<file path="src/rtl/ps2_pkg.sv">
// Shared types and constants for the PS/2 mouse receive path.
// Byte0 field positions follow the standard 3-byte stream-mode packet.
package ps2_pkg;

  localparam int PS2_DATA_BITS = 8;

  // byte0 bit positions; BTN is the LSB of the 3-bit {middle, right, left} field
  localparam int BTN   = 0;
  localparam int ALIGN = 3;
  localparam int XS    = 4;
  localparam int YS    = 5;
  localparam int XO    = 6;
  localparam int YO    = 7;

  typedef enum logic [1:0] {
    FR_IDLE,
    FR_DATA,
    FR_PARITY,
    FR_STOP
  } frame_state_t;

  typedef enum logic [1:0] {
    PK_BYTE0,
    PK_BYTE1,
    PK_BYTE2
  } packet_state_t;

endpackage

</file>
<file path="src/rtl/ps2_frame_rx.sv">
// PS/2 line conditioning and 11-bit frame deserialiser with idle timeout.
// Byte outputs are combinational strobes on the stop-bit falling edge.
module ps2_frame_rx
  import ps2_pkg::*;
#(
  parameter int FILTER_LEN     = 8,
  parameter int TIMEOUT_CYCLES = 100000
) (
  input  logic                     clk,
  input  logic                     arst_n,
  input  logic                     i_ps2_clk,
  input  logic                     i_ps2_data,
  input  logic                     i_pkt_busy,
  output logic [PS2_DATA_BITS-1:0] o_byte,
  output logic                     o_byte_valid,
  output logic                     o_byte_error,
  output logic                     o_timeout
);

  localparam int FW = $clog2(FILTER_LEN + 1);
  localparam int TW = $clog2(TIMEOUT_CYCLES + 1);
  localparam int BW = $clog2(PS2_DATA_BITS);

  logic [1:0]               r_clk_sync;
  logic [1:0]               r_data_sync;
  logic                     r_clk_filt;
  logic [FW-1:0]            r_filt_cnt;
  logic [TW-1:0]            r_to_cnt;
  logic [BW-1:0]            r_bit_cnt;
  logic [PS2_DATA_BITS-1:0] r_shift;
  logic                     r_par;
  frame_state_t             r_state;
  frame_state_t             w_state_nxt;

  logic w_clk_s;
  logic w_data;
  logic w_filt_done;
  logic w_fall;
  logic w_par_ok;

  assign w_clk_s     = r_clk_sync[1];
  assign w_data      = r_data_sync[1];
  assign w_filt_done = (r_filt_cnt == FW'(FILTER_LEN - 1));
  // The filtered level flips only after FILTER_LEN consecutive differing samples
  assign w_fall      = r_clk_filt & ~w_clk_s & w_filt_done;
  assign w_par_ok    = ^{r_shift, r_par};
  assign o_timeout   = ((r_state != FR_IDLE) || i_pkt_busy) && !w_fall &&
                       (r_to_cnt == TW'(TIMEOUT_CYCLES));
  assign o_byte      = r_shift;

  always_ff @(posedge clk or negedge arst_n) begin
    if (!arst_n) begin
      r_clk_sync  <= 2'b11;
      r_data_sync <= 2'b11;
      r_clk_filt  <= 1'b1;
      r_filt_cnt  <= '0;
      r_to_cnt    <= '0;
    end else begin
      r_clk_sync  <= {r_clk_sync[0], i_ps2_clk};
      r_data_sync <= {r_data_sync[0], i_ps2_data};
      if (w_clk_s == r_clk_filt) begin
        r_filt_cnt <= '0;
      end else if (w_filt_done) begin
        r_clk_filt <= w_clk_s;
        r_filt_cnt <= '0;
      end else begin
        r_filt_cnt <= r_filt_cnt + FW'(1);
      end
      if (w_fall) begin
        r_to_cnt <= '0;
      end else if (r_to_cnt != TW'(TIMEOUT_CYCLES)) begin
        r_to_cnt <= r_to_cnt + TW'(1);
      end
    end
  end

  always_ff @(posedge clk or negedge arst_n) begin
    if (!arst_n) begin
      r_state <= FR_IDLE;
    end else begin
      r_state <= w_state_nxt;
    end
  end

  always_comb begin
    w_state_nxt  = r_state;
    o_byte_valid = 1'b0;
    o_byte_error = 1'b0;
    if (o_timeout) begin
      w_state_nxt = FR_IDLE;
    end else if (w_fall) begin
      case (r_state)
        FR_IDLE:   if (!w_data) w_state_nxt = FR_DATA;
        FR_DATA:   if (r_bit_cnt == BW'(PS2_DATA_BITS - 1)) w_state_nxt = FR_PARITY;
        FR_PARITY: w_state_nxt = FR_STOP;
        FR_STOP: begin
          w_state_nxt  = FR_IDLE;
          o_byte_valid = w_par_ok & w_data;
          o_byte_error = ~(w_par_ok & w_data);
        end
        default:   w_state_nxt = FR_IDLE;
      endcase
    end
  end

  always_ff @(posedge clk or negedge arst_n) begin
    if (!arst_n) begin
      r_bit_cnt <= '0;
      r_shift   <= '0;
      r_par     <= 1'b0;
    end else if (w_fall) begin
      case (r_state)
        FR_IDLE:   r_bit_cnt <= '0;
        FR_DATA: begin
          r_shift   <= {w_data, r_shift[PS2_DATA_BITS-1:1]};
          r_bit_cnt <= r_bit_cnt + BW'(1);
        end
        FR_PARITY: r_par <= w_data;
        default:   ;
      endcase
    end
  end

endmodule

</file>
<file path="src/rtl/ps2_mouse_receiver.sv">
// PS/2 mouse packet assembler: 3-byte stream packets to sign/magnitude
// movement with a one-cycle valid pulse and held button state.
module ps2_mouse_receiver
  import ps2_pkg::*;
#(
  parameter int FILTER_LEN     = 8,
  parameter int TIMEOUT_CYCLES = 100000
) (
  input  logic       clk,
  input  logic       arst_n,
  input  logic       i_ps2_clk,
  input  logic       i_ps2_data,
  output logic [7:0] o_mouse_dx,
  output logic [7:0] o_mouse_dy,
  output logic       o_is_mouse_dx_neg,
  output logic       o_is_mouse_dy_neg,
  output logic [2:0] o_buttons,
  output logic       o_packet_valid,
  output logic       o_frame_error
);

  logic [PS2_DATA_BITS-1:0] w_byte;
  logic                     w_byte_valid;
  logic                     w_byte_error;
  logic                     w_timeout;
  logic                     w_pkt_busy;

  packet_state_t r_pkt_state;
  packet_state_t w_pkt_nxt;
  logic          w_load_b0;
  logic          w_load_b1;
  logic          w_emit;
  logic          w_align_err;

  logic [2:0] r_b0_btn;
  logic       r_b0_xs;
  logic       r_b0_ys;
  logic       r_b0_xo;
  logic       r_b0_yo;
  logic [7:0] r_b1;

  logic [7:0] r_mouse_dx;
  logic [7:0] r_mouse_dy;
  logic       r_dx_neg;
  logic       r_dy_neg;
  logic [2:0] r_buttons;
  logic       r_packet_valid;
  logic       r_frame_error;

  // 9-bit two's complement {sign, byte} to 8-bit magnitude, saturating -256 and overflow
  function automatic logic [7:0] sat_mag(input logic sign, input logic [7:0] mag_in,
                                         input logic ovf);
    logic signed [9:0] v;
    logic signed [9:0] n;
    v = $signed({sign, sign, mag_in});
    n = -v;
    if (ovf)           return 8'hFF;
    if (!sign)         return mag_in;
    if (n > 10'sd255)  return 8'hFF;
    return n[7:0];
  endfunction

  assign w_pkt_busy = (r_pkt_state != PK_BYTE0);

  ps2_frame_rx #(
    .FILTER_LEN    (FILTER_LEN),
    .TIMEOUT_CYCLES(TIMEOUT_CYCLES)
  ) u_frame_rx (
    .clk         (clk),
    .arst_n      (arst_n),
    .i_ps2_clk   (i_ps2_clk),
    .i_ps2_data  (i_ps2_data),
    .i_pkt_busy  (w_pkt_busy),
    .o_byte      (w_byte),
    .o_byte_valid(w_byte_valid),
    .o_byte_error(w_byte_error),
    .o_timeout   (w_timeout)
  );

  always_ff @(posedge clk or negedge arst_n) begin
    if (!arst_n) begin
      r_pkt_state <= PK_BYTE0;
    end else begin
      r_pkt_state <= w_pkt_nxt;
    end
  end

  always_comb begin
    w_pkt_nxt   = r_pkt_state;
    w_load_b0   = 1'b0;
    w_load_b1   = 1'b0;
    w_emit      = 1'b0;
    w_align_err = 1'b0;
    if (w_timeout || w_byte_error) begin
      w_pkt_nxt = PK_BYTE0;
    end else if (w_byte_valid) begin
      case (r_pkt_state)
        PK_BYTE0: begin
          if (w_byte[ALIGN]) begin
            w_load_b0 = 1'b1;
            w_pkt_nxt = PK_BYTE1;
          end else begin
            w_align_err = 1'b1;
          end
        end
        PK_BYTE1: begin
          w_load_b1 = 1'b1;
          w_pkt_nxt = PK_BYTE2;
        end
        PK_BYTE2: begin
          w_emit    = 1'b1;
          w_pkt_nxt = PK_BYTE0;
        end
        default:  w_pkt_nxt = PK_BYTE0;
      endcase
    end
  end

  always_ff @(posedge clk or negedge arst_n) begin
    if (!arst_n) begin
      r_b0_btn <= '0;
      r_b0_xs  <= 1'b0;
      r_b0_ys  <= 1'b0;
      r_b0_xo  <= 1'b0;
      r_b0_yo  <= 1'b0;
      r_b1     <= '0;
    end else begin
      if (w_load_b0) begin
        r_b0_btn <= w_byte[BTN+2:BTN];
        r_b0_xs  <= w_byte[XS];
        r_b0_ys  <= w_byte[YS];
        r_b0_xo  <= w_byte[XO];
        r_b0_yo  <= w_byte[YO];
      end
      if (w_load_b1) r_b1 <= w_byte;
    end
  end

  // Output stage: movement is zero except in the single valid cycle
  always_ff @(posedge clk or negedge arst_n) begin
    if (!arst_n) begin
      r_mouse_dx     <= '0;
      r_mouse_dy     <= '0;
      r_dx_neg       <= 1'b0;
      r_dy_neg       <= 1'b0;
      r_buttons      <= '0;
      r_packet_valid <= 1'b0;
      r_frame_error  <= 1'b0;
    end else begin
      r_packet_valid <= w_emit;
      r_frame_error  <= w_byte_error | w_timeout | w_align_err;
      if (w_emit) begin
        r_mouse_dx <= sat_mag(r_b0_xs, r_b1, r_b0_xo);
        r_mouse_dy <= sat_mag(r_b0_ys, w_byte, r_b0_yo);
        r_dx_neg   <= r_b0_xs;
        r_dy_neg   <= r_b0_ys;
        r_buttons  <= r_b0_btn;
      end else begin
        r_mouse_dx <= '0;
        r_mouse_dy <= '0;
        r_dx_neg   <= 1'b0;
        r_dy_neg   <= 1'b0;
      end
    end
  end

  assign o_mouse_dx        = r_mouse_dx;
  assign o_mouse_dy        = r_mouse_dy;
  assign o_is_mouse_dx_neg = r_dx_neg;
  assign o_is_mouse_dy_neg = r_dy_neg;
  assign o_buttons         = r_buttons;
  assign o_packet_valid    = r_packet_valid;
  assign o_frame_error     = r_frame_error;

endmodule

</file>
<file path="config.mk">
export PLATFORM = sky130hd
export DESIGN_NAME = ps2_mouse_receiver
export DESIGN_NICKNAME = d
export VERILOG_FILES = /design/src/rtl/ps2_pkg.sv /design/src/rtl/ps2_frame_rx.sv /design/src/rtl/ps2_mouse_receiver.sv
export SDC_FILE = /design/constraint.sdc
export NUM_CORES = 1
export LEC_CHECK = 0
export ABC_AREA = 1
export BUFFER_PORTS_ARGS = -buffer_cell sky130_fd_sc_hd__clkbuf_2
export CAP_MARGIN = 20
export CORE_ASPECT_RATIO = 0.5
export CORE_MARGIN = 4
export CORE_UTILIZATION = 60
export DETAILED_ROUTE_END_ITERATION = 12
export PLACE_DENSITY = 0.79
export RECOVER_POWER = 25
export SYNTH_ARGS = -nofsm -noshare
export SYNTH_HDL_FRONTEND = slang
export SYNTH_SLANG_ARGS = --single-unit
</file>
<file path="constraint.sdc">
create_clock -name clk -period 2.5 [get_ports clk]
set_clock_uncertainty 0.2 [all_clocks]
set_input_delay 0.125 -clock clk [delete_from_list [all_inputs] [get_ports clk]]
set_output_delay 0.125 -clock clk [all_outputs]
set_load 0.02 [all_outputs]
</file>
==> impl_metrics.csv <==
group,metric,value,unit
synthesis,yosysSeqAreaShare,51.0,%
synthesis,postSynthNetCount,470,
die,die_h,65.3,um
placement,finalWeightedCongestion,0.838,
drt,dr_total_vias,3025,
global_routing,gr-total-overflow,0,
min_path,hold_class,"reg -> reg",
setup_path,start_kind,"flip-flop",
setup_path,worstPathArrival,2280,ps
sta,drv_slew,78,
setup_path,crit_top_cell,"nand2_1",
synthesis,synthCells,451,
power,total_leakage_power,2.19,nW
clock_tree,h-tree-depth,3,
global_routing,antenna_found_initial,0,
global_routing,grt_pass1_vias,2971,
cells_and_area,diodes,0,
setup_path,max_stage_delay,390,ps
placement,dpl.hpwl,5050,um
drt,first_pass_iters,5,
sta,rsz0062_at_grt,"false",
setup_path,crit_required,2520,ps
synthesis,synth_area,0.00394,mm2
clock_tree,cts-buffers-inserted,9,
setup_path,worst_setup_path_end_kind,"flip-flop",
sta,max_freq,442,MHz
clock_tree,cts_tree,"yes",
cells_and_area,drive_above_1_share,12.3,%
outcome,status,"complete, but fails checks",
setup_path,worstSetupPathType,"reg -> reg",
clock_tree,clockBufferDepth,2,
clock_tree,clkSinkCount,80,
global_routing,grtUsageTotal,20.8,%
die,io_pins,27,
power,irDropWorstVdd,550,uV
setup_path,cp.buffers_inverters,3,
clock_tree,path_clk_slew,60,ps
setup_path,cp_max_fo,17,
job,drv_cap,1,
sta,fin_tns_setup,0,ps
drt,post-route-drc-count,0,
setup_path,slowest_stage,"dfrtp_1",
setup_path,cp.depth,12,
placement,port_buffers,26,
clock_tree,cts_setup_buffers,0,
sta,finalHoldViolations,0,
clock_tree,cts_root_buf,"clkbuf_16",
clock_tree,clk_latency,340,ps
synthesis,ys_types,32,
power,power,2.99,mW
die,placementRows,20,
die,core_area,0.00621,mm2
cells_and_area,nets,509,
synthesis,synth_seq_cells,80,
sta,timing.final.crit_period,2260,ps
power,cellPowerDensity,666,mW/mm2
drt,wl,7590,um
drt,drt_iter0_markers,203,
die,die_x,123,um
global_routing,grt_pass1_wl,12900,um
cells_and_area,utilization,72.4,%
sta,finalSetupViolations,0,
global_routing,grt_max_degree,78,
synthesis,yosysWarningCount,0,
setup_path,path_delay_family,"simple AND/OR/NAND/NOR gates",
outcome,violations,"max-capacitance violations, max-slew violations",
min_path,hold_depth,0,
sta,worst_pin_slew,1650,ps
synthesis,syn_avg_cell_area,8.73,um2
setup_path,cp_cell_sequence,"inv_1 > ha_1 > inv_1 > nand2_2 > nand3_1 > nand2_1 > nand2_1 > nand3_2 > inv_4 > nand3_4 > nand2_1 > o21ai_2",
cells_and_area,area_growth_syn_to_layout,14.2,%
die,die_area,0.00800,mm2
sta,fin_crit_sh,90.4,%
die,start_util,63.4,%
sta,slew_headroom,-9.93,%
drt,drtAntennaViolNets,0,
drt,via_per_inst,5.19,
drt,wl_per_cell,13.0,um
setup_path,reg2reg_depth,12,
[cells by family (layout without fill, tap and decap cells)]
family                     after synthesis  count (layout)  share of synthesized area [%]
adders and majority gates               15              15                           4.77
and+or+nand+nor                        207             208                           23.5
xor gates and xnor gates                12              12                           2.67
buffers and inverters                   64             107                           6.83
AOI/OAI and AO/OA                       73              73                           11.2
DFF                                     80              80                           51.0
[state kept, by name, summed over array words and instances, names as in the netlist, 3 cells and up]
| register | flops |
|---|---|
| u_frame_rx.r_bit_cnt | 3 |
| o_mouse_dy | 8 |
| u_frame_rx.r_filt_cnt | 4 |
| o_buttons | 3 |
| u_frame_rx.r_to_cnt | 17 |
| r_b0_btn | 3 |
| u_frame_rx.o_byte | 8 |
| r_b1 | 8 |
| o_mouse_dx | 8 |
[metrics by stage]
| step | instance area [um2] | hold slack (ps) | setup slack [ps] | std cells |
|---|---|---|---|---|
| global route | 4500 | 158 | 32.1 | 583 |
| global placement | 4170 | 12.0 | 309 | 563 |
| detailed placement | 4170 | 14.8 | 208 | 563 |
| floorplan | 3940 | -371 | 478 | 451 |
| CTS | 4520 | 157 | 193 | 582 |
| finish | 4500 | 156 | 240 | 583 |
[where the power goes]
| part | internal (mW) | switching, mW | total (mW) | leakage (nW) |
|---|---|---|---|---|
| sequential | 1.37 | 0.0622 | 1.43 | 1.08 |
| combinational | 0.0652 | 0.111 | 0.176 | 0.954 |
| clock | 0.900 | 0.486 | 1.39 | 0.154 |
[cells in the final DEF, fill, tap and decap left out, types with 5 or more instances in the layout]
cell       count
buf_4          7
dfstp_2        5
inv_1         50
a21oi_1       24
ha_1          15
o21ai_0       24
o21ai_2       13
clkbuf_1      26
dfrtp_1       75
xor2_1        12
nand4_1        7
nand3_1       25
clkbuf_16      9
nor3_1         5
nand2_1       98
nor2_1        58
[timing repair]
action	4_1_cts	5_1_grt
gates resized for setup	0	1
setup endpoints to repair	0	3
hold buffers	3	0
hold endpoints to repair	77	0
[path summary, 6_finish.rpt]
| check | slack, ps | end | from |
|---|---|---|---|
| min in group asynchronous | 540 | o_mouse_dx[6]$_DFF_PN0_ | arst_n |
| setup reg to reg | 240 | r_b1[0]$_DFFE_PN0P_ | u_frame_rx.o_byte[3]$_DFFE_PN0P_ |
| max in group asynchronous | 530 | o_is_mouse_dx_neg$_DFF_PN0_ | arst_n |
| setup / recovery | 240 | r_b1[0]$_DFFE_PN0P_ | u_frame_rx.o_byte[3]$_DFFE_PN0P_ |
| hold / removal | 160 | u_frame_rx.r_clk_sync[1]$_DFF_PN1_ | u_frame_rx.r_clk_sync[0]$_DFF_PN1_ |
| hold reg to reg | 160 | u_frame_rx.r_clk_sync[1]$_DFF_PN1_ | u_frame_rx.r_clk_sync[0]$_DFF_PN1_ |
[cell type report]
cell class              instances  area, um2
flip-flops and latches         80       2010
fillers                       521       1710
multi-input cells             308       1670
clock buffers                  13        250
inverters                      55        209
repair buffers                 36        184
well taps                      88        110
clock inverters                 3       65.1
[Yosys cell counts]
master	n	area, um2
buf_2	3	15.0
nand3_1	25	125
inv_4	1	6.26
nand2_2	3	18.8
a211oi_1	2	15.0
clkbuf_1	3	11.3
nand3_4	3	52.6
or2_0	1	6.26
inv_2	3	11.3
dfstp_2	5	131
o21ai_2	13	114
o21ai_0	24	120
nor2_1	58	218
nand2_4	1	11.3
nand3_2	1	10.0
nand2_1	98	368
nor3b_1	1	7.51
o31ai_1	2	15.0
inv_1	51	191
a31oi_1	3	18.8
ha_1	15	188
nor2_2	3	18.8
buf_6	3	33.8
o21ai_1	3	15.0
dfrtp_1	75	1880
nand4_1	7	43.8
xor2_1	12	105
o21bai_2	1	11.3
a21oi_1	24	120
a211oi_2	1	12.5
nor3_1	5	25.0
nor2_8	1	20.0
[metal layers]
layer  track usage, %  up-vias  part of all wire [%]
met5                0        -                     0
met4             7.95        0                   1.8
met3             7.48       13                   4.7
met2             34.5       47                    47
met1             25.1     1428                    46
li1                 -     1537                     -
(Power assumes the default switching activity.)
